**config.mk**
```make
export PLATFORM = sky130hd
export DESIGN_NAME = regfile_wb_ctrl
export DESIGN_NICKNAME = d
export VERILOG_FILES = /design/src/rtl/regfile_wb_ctrl.sv
export SDC_FILE = /design/constraint.sdc
export NUM_CORES = 1
export LEC_CHECK = 0
export ABC_AREA = 1
export BUFFER_PORTS_ARGS = -buffer_cell sky130_fd_sc_hd__buf_4
export CORE_UTILIZATION = 40
export DETAILED_ROUTE_END_ITERATION = 8
export PLACE_DENSITY = 0.62
export RECOVER_POWER = 50
export SLEW_MARGIN = 40
export SYNTH_ARGS = -nofsm -noshare
export SYNTH_HDL_FRONTEND = slang
export SYNTH_SLANG_ARGS = --single-unit
```
**constraint.sdc**
```tcl
create_clock -name clk -period 1.99 [get_ports clk]
set_input_delay 0.0995 -clock clk [delete_from_list [all_inputs] [get_ports clk]]
set_output_delay 0.0995 -clock clk [all_outputs]
set_load 0.03 [all_outputs]
```
**src/rtl/regfile_wb_ctrl.sv**
```systemverilog
// Register-file write-back queue: buffers write requests in a FIFO and issues
// them to the register file write port, with a hazard query over queued entries.
module regfile_wb_ctrl #(
  parameter int unsigned DEPTH = 4
) (
  input  logic                     clk,
  input  logic                     rst,
  input  logic                     in_valid,
  input  logic [4:0]               in_addr,
  input  logic [31:0]              in_data,
  output logic                     in_ready,
  input  logic                     rf_stall,
  output logic                     rf_we,
  output logic [4:0]               rf_waddr,
  output logic [31:0]              rf_wdata,
  input  logic [4:0]               q_addr,
  output logic                     q_pending,
  output logic [$clog2(DEPTH):0]   count,
  output logic                     idle
);

  localparam int unsigned AW = $clog2(DEPTH);
  localparam int unsigned CW = AW + 1;
  localparam logic [CW-1:0] FULL = CW'(DEPTH);

  logic [4:0]       addr_q  [DEPTH];
  logic [4:0]       addr_d  [DEPTH];
  logic [31:0]      data_q  [DEPTH];
  logic [31:0]      data_d  [DEPTH];
  logic [DEPTH-1:0] valid_q, valid_d;
  logic [AW-1:0]    head_q, head_d;
  logic [AW-1:0]    tail_q, tail_d;
  logic [CW-1:0]    count_q, count_d;

  logic push, pop, hit;

  // rst gates in_ready so no handshake can complete while reset is held
  assign in_ready = rst & (count_q < FULL);
  assign rf_we    = (count_q != '0) & ~rf_stall;
  assign rf_waddr = (count_q != '0) ? addr_q[head_q] : '0;
  assign rf_wdata = (count_q != '0) ? data_q[head_q] : '0;
  assign count    = count_q;
  assign idle     = (count_q == '0);

  assign push = in_valid & in_ready & (in_addr != '0);
  assign pop  = rf_we;

  always_comb begin
    hit = 1'b0;
    for (int unsigned i = 0; i < DEPTH; i++) begin
      hit = hit | (valid_q[i] & (addr_q[i] == q_addr));
    end
  end

  assign q_pending = (q_addr != '0) & hit;

  always_comb begin
    addr_d  = addr_q;
    data_d  = data_q;
    valid_d = valid_q;
    head_d  = head_q;
    tail_d  = tail_q;
    count_d = count_q;
    // push never lands on the head slot while it is still occupied: a push
    // requires count<DEPTH, so tail==head implies the queue is empty
    if (push) begin
      addr_d[tail_q]  = in_addr;
      data_d[tail_q]  = in_data;
      valid_d[tail_q] = 1'b1;
      tail_d          = tail_q + AW'(1);
    end
    if (pop) begin
      valid_d[head_q] = 1'b0;
      head_d          = head_q + AW'(1);
    end
    case ({push, pop})
      2'b10:   count_d = count_q + CW'(1);
      2'b01:   count_d = count_q - CW'(1);
      default: count_d = count_q;
    endcase
  end

  always_ff @(posedge clk or negedge rst) begin
    if (!rst) begin
      for (int unsigned i = 0; i < DEPTH; i++) begin
        addr_q[i] <= '0;
        data_q[i] <= '0;
      end
      valid_q <= '0;
      head_q  <= '0;
      tail_q  <= '0;
      count_q <= '0;
    end else begin
      addr_q  <= addr_d;
      data_q  <= data_d;
      valid_q <= valid_d;
      head_q  <= head_d;
      tail_q  <= tail_d;
      count_q <= count_d;
    end
  end

endmodule

```
Word level (Yosys, flattened, before mapping) --
Index checks and enable logic that the tools add are counted.
Cells by class: add/sub/neg operators 4, mux-type cells 21, reductions and logical operators 8, bitwise logic cells 18, magnitude comparators 8, equal/unequal tests 6
Operator list (count):
- $bwmux W128 | 1
- $mux W32 | 4
- $bmux W32 S2 | 1
- $demux W32 S2 | 1
- $bwmux W20 | 1
- $eq A5 B5 Y1 | 4
- $mux W5 | 4
- $bmux W5 S2 | 1
- $demux W5 S2 | 1
- $reduce_bool A5 Y1 | 2
- $and A1 B1 Y1 | 9
- $mux W4 | 2
- $ge A3 B3 Y1 const B | 2
- $lt A2 B3 Y1 const B | 2
- $not A2 Y3 | 2
- $pmux W3 S2 | 1
- $add A2 B1 Y2 const B | 2
- $and A4 B4 Y4 | 1
- $demux W1 S2 | 2
- $ge A2 B1 Y1 const B | 2
- $not A4 Y4 | 1
- $or A4 B4 Y4 | 1
- $add A3 B1 Y3 const B | 1
- $logic_and A1 B1 Y1 | 3
- 11 further kinds | 14
Word-level totals: word-level logic and storage cells 77, register bits 159

Longest topological paths before layout --
depth after elaboration 8, depth in mapped cells 9

Worst setup path after synthesis --
Ideal clock, no wire load.
path type reg2reg, start point reg count_q[2] (netlist: count[2]), end point reg count_q[2] (netlist: count[2]), library setup time 0.131 ns, buffers on the path 0, arrival 2.161 ns, stages on the path, launching flop included 9, path slack -0.302 ns, cell sequence dfrtp_1 nor3_1 nor2_2 ha_1 inv_1 fa_1 a21oi_1 o21ai_0 xor2_1
RTL lines:
- from (decl) | line 33 | logic [CW-1:0] count_q, count_d;
- from (signal assigned) | line 99 | count_q <= count_d;
- $reduce_bool A3 Y1 * | line 39 | assign rf_we = (count_q != '0) & ~rf_stall;
- $and A1 B1 Y1 * | line 39
- net rf_we | line 13 | output logic rf_we,
- $eq A2 B1 Y1 / $eq A2 B2 Y1 (equally long branches) | line 76 | case ({push, pop})
- $pmux W3 S2 / $reduce_bool A2 Y1 (equally long branches)
The timed path passes the listed nets; every way through them passes the cells marked *. A chain may end at the register's enable or synchronous reset.

Worst setup path in the final report --
start point reg count_q[0] (netlist: count[0]), end point out rf_wdata[19]
Between the ends: longest elaborated chain between the ends 2
RTL lines:
- $reduce_bool A3 Y1 | line 41 | assign rf_wdata = (count_q != '0) ? data_q[head_q] : '0;
- $mux W32 | line 41
- to (decl) | line 15 | output logic [31:0] rf_wdata,
No other way between the ends.

==> metrics.cfg <==
[run_status]
outcome=finished clean

[setup_path]
worstSetupStartpointType=flip-flop
crit_required_ns=1.89
arrival_ns=1.85
reg2reg_from=count[2]$_DFFE_PN0P_
path_class=reg2out
endpoint_kind=primary output
worstSetupStartpoint=count[0]$_DFFE_PN0P_
worst-path-max-fanout=38

[detailed_routing]
dr.pass1.iters=5
wl_per_cell_um=14.4
drt_iter0_drc=419
vias=6397
ant_nets=0
drt_wl_total_mm=19.2
vias_per_cell=4.80
drc_errors=0

[clock_network]
clk_latency_ns=0.43
cts_buffers=17
clockBufferDepth=2
cts_tree=done
clock_tree.root_cell=clkbuf_16
clk_pin_slew_ns=0.06
cts_htree_levels=4
clock-sinks=159

[synthesis]
synth-edff-count=0
syn_area_um2=7980
synth_area_per_cell_um2=8.35
syn-num-nets=1012
yosysSeqAreaShare_pct=49.9
ys_seq_elements=159
synth.distinct_cells=26
yosysWarnings=0
async_reset_ff_share_pct=100
synth_ff_type=dfrtp_1
syn_inst=956

[pwr]
ir_drop_mv=1.04
leakage_uw=0.00482
powerDensity_nw_per_um2=1780

[global_routing]
track_usage_pct=20.1
grt_overflow_total=0
gr-usage-met3_pct=3.45
grt_max_degree=89
grt_pass1_wl_mm=31.5
top_usage_layer=met2
use_met2_pct=32.2
grt_pass1_vias=6128
antenna_found_initial=0
met1_usage_pct=27.8

[timing]
setup_viol=0
fin_hold_ws_ns=0.000778
fin_ws_ns=0.0452
hold_viol_final=0
min_period_ns=1.94
rsz0062_at_grt=true
fmax_mhz=514
worstMarginPinSlew_ns=0.826
timing.slew.headroom_pct=45.0
finClkSkew_ns=0.00765
drv_slew=0
period_share_pct=97.7

[die]
initial_core_util_pct=40.9
ioPinCount=90
die_area_um2=20500
die_x_um=143
rows=51
core_um2=19500
die_h_um=143

[finish]
drive_gt1_share_pct=21.3
final_core_util_pct=50.3
nNetsFinal=1110
n_antenna_cell=0
area_growth_pct=23.1
finalNonFillerCells=1332
fillers=1965

[min_path]
hp-class=in2reg
hp-start=in_data[18]

[placed_design]
gp_congestion=0.837
portBuffers=89
post-place-ws_ns=0.183
placedCellCount=1271
hpwl_mm=11.7

[flow_run]
drv_cap=0

[path summary, 6_finish.rpt]
kind	to	slack, ns	depth (start not counted)
worst max-delay path	rf_wdata[19]	0.05	4
worst min-delay path	data_q[82]$_DFFE_PN0P_	0.0008	3
worst max register to register	count[2]$_DFFE_PN0P_	0.13	8
worst min register to register	data_q[16]$_DFFE_PN0P_	0.47	2
max in group asynchronous	head_q[0]$_DFFE_PN0N_	0.40	4
min in group asynchronous	data_q[90]$_DFFE_PN0P_	0.45	3
[sequential cells by signal (all words and copies together), names as in the netlist]
register	flops
data_q	128
addr_q	20
valid_q	4
count	3
head_q	2
tail_q	2
[timing repair]
item	in CTS	in global routing
gates resized for setup	3	4
pin swaps	0	3
hold endpoints to repair	126	0
endpoints found under the setup margin	38	11
buffers inserted	0	1
hold buffers	28	0
cloned	0	0
[cell usage after synthesis, types with 9 or more instances]
| cell type | instances | area (µm²) |
|---|---|---|
| nand2_1 | 205 | 769 |
| o21ai_1 | 16 | 80.1 |
| clkbuf_1 | 14 | 52.6 |
| a21oi_1 | 48 | 240 |
| o21ai_0 | 142 | 711 |
| buf_6 | 24 | 270 |
| dfrtp_1 | 159 | 3980 |
| buf_2 | 16 | 80.1 |
| inv_1 | 71 | 267 |
| o21ai_2 | 70 | 613 |
| ha_1 | 9 | 113 |
| nor2_1 | 148 | 556 |
[cell families (layout without fill, tap and decap cells)]
kind of cell    count (synthesis)  in the layout  synth area share (%)
buf+inv                       135            246                  9.02
flops                         159            159                  49.9
xor+xnor                        4              4                 0.439
fa+ha+maj                      10             10                  1.66
compound gates                280            280                  21.0
simple gates                  368            368                  18.0
[worst max-delay path, cell delays in order, from the launching register on]
cell and delay, ns:
dfrtp_2 0.44, nor3_4 0.28, buf_8 0.35, a21oi_1 0.14, buf_4 0.20
[cell usage in the layout (no fill, tap or decap), types with 2 or more instances in the layout]
cell,n
dlygate4sd3_1,28
a22oi_1,4
nand3_1,5
inv_2,3
nand2_4,5
bufinv_16,4
clkbuf_8,2
clkinv_2,2
clkinv_4,2
clkbuf_1,2
xor2_1,3
buf_4,94
o21ai_2,67
clkinvlp_4,4
ha_1,8
inv_1,70
dfrtp_1,156
o21ai_0,145
dfrtp_2,3
buf_12,13
o21ai_1,16
nor2_1,147
nand2_1,205
a21oi_1,48
clkbuf_16,17
[per-stage QoR]
stage / setup TNS [ns] / total power [µW] / instance area [µm²]
3_5_place_dp: 0 / 14000 / 8910
4_1_cts: 0 / 17600 / 9840
6_report: 0 / 17400 / 9820
3_3_place_gp: 0 / 13900 / 8880
2_1_floorplan: 0 / 11200 / 8010
5_1_grt: -0.0375 / 18800 / 9820
[area by class of cell]
cell class              instances  area, µm²  share of cell area (%)
multi-input cells             662       3290                    33.5
well taps                     265        332                    3.38
repair buffers                140       1290                    13.1
clock buffers                  19        453                    4.61
inverters                      74        285                    2.90
flip-flops and latches        159       3980                    40.6
clock inverters                13        186                    1.90
[per-layer routing]
metal | vias up | routed length [µm]
met5 | - | 0
li1 | 3271 | -
met1 | 2997 | 9150
met4 | 0 | 214
met3 | 12 | 628
met2 | 117 | 9240
[report_power, final]
group / internal (µW) / total [µW] / switching (µW)
Sequential: 4690 / 5530 / 839
Combinational: 3200 / 8420 / 5220
Clock: 2170 / 3500 / 1330
Power figures use the tool's default switching activity.
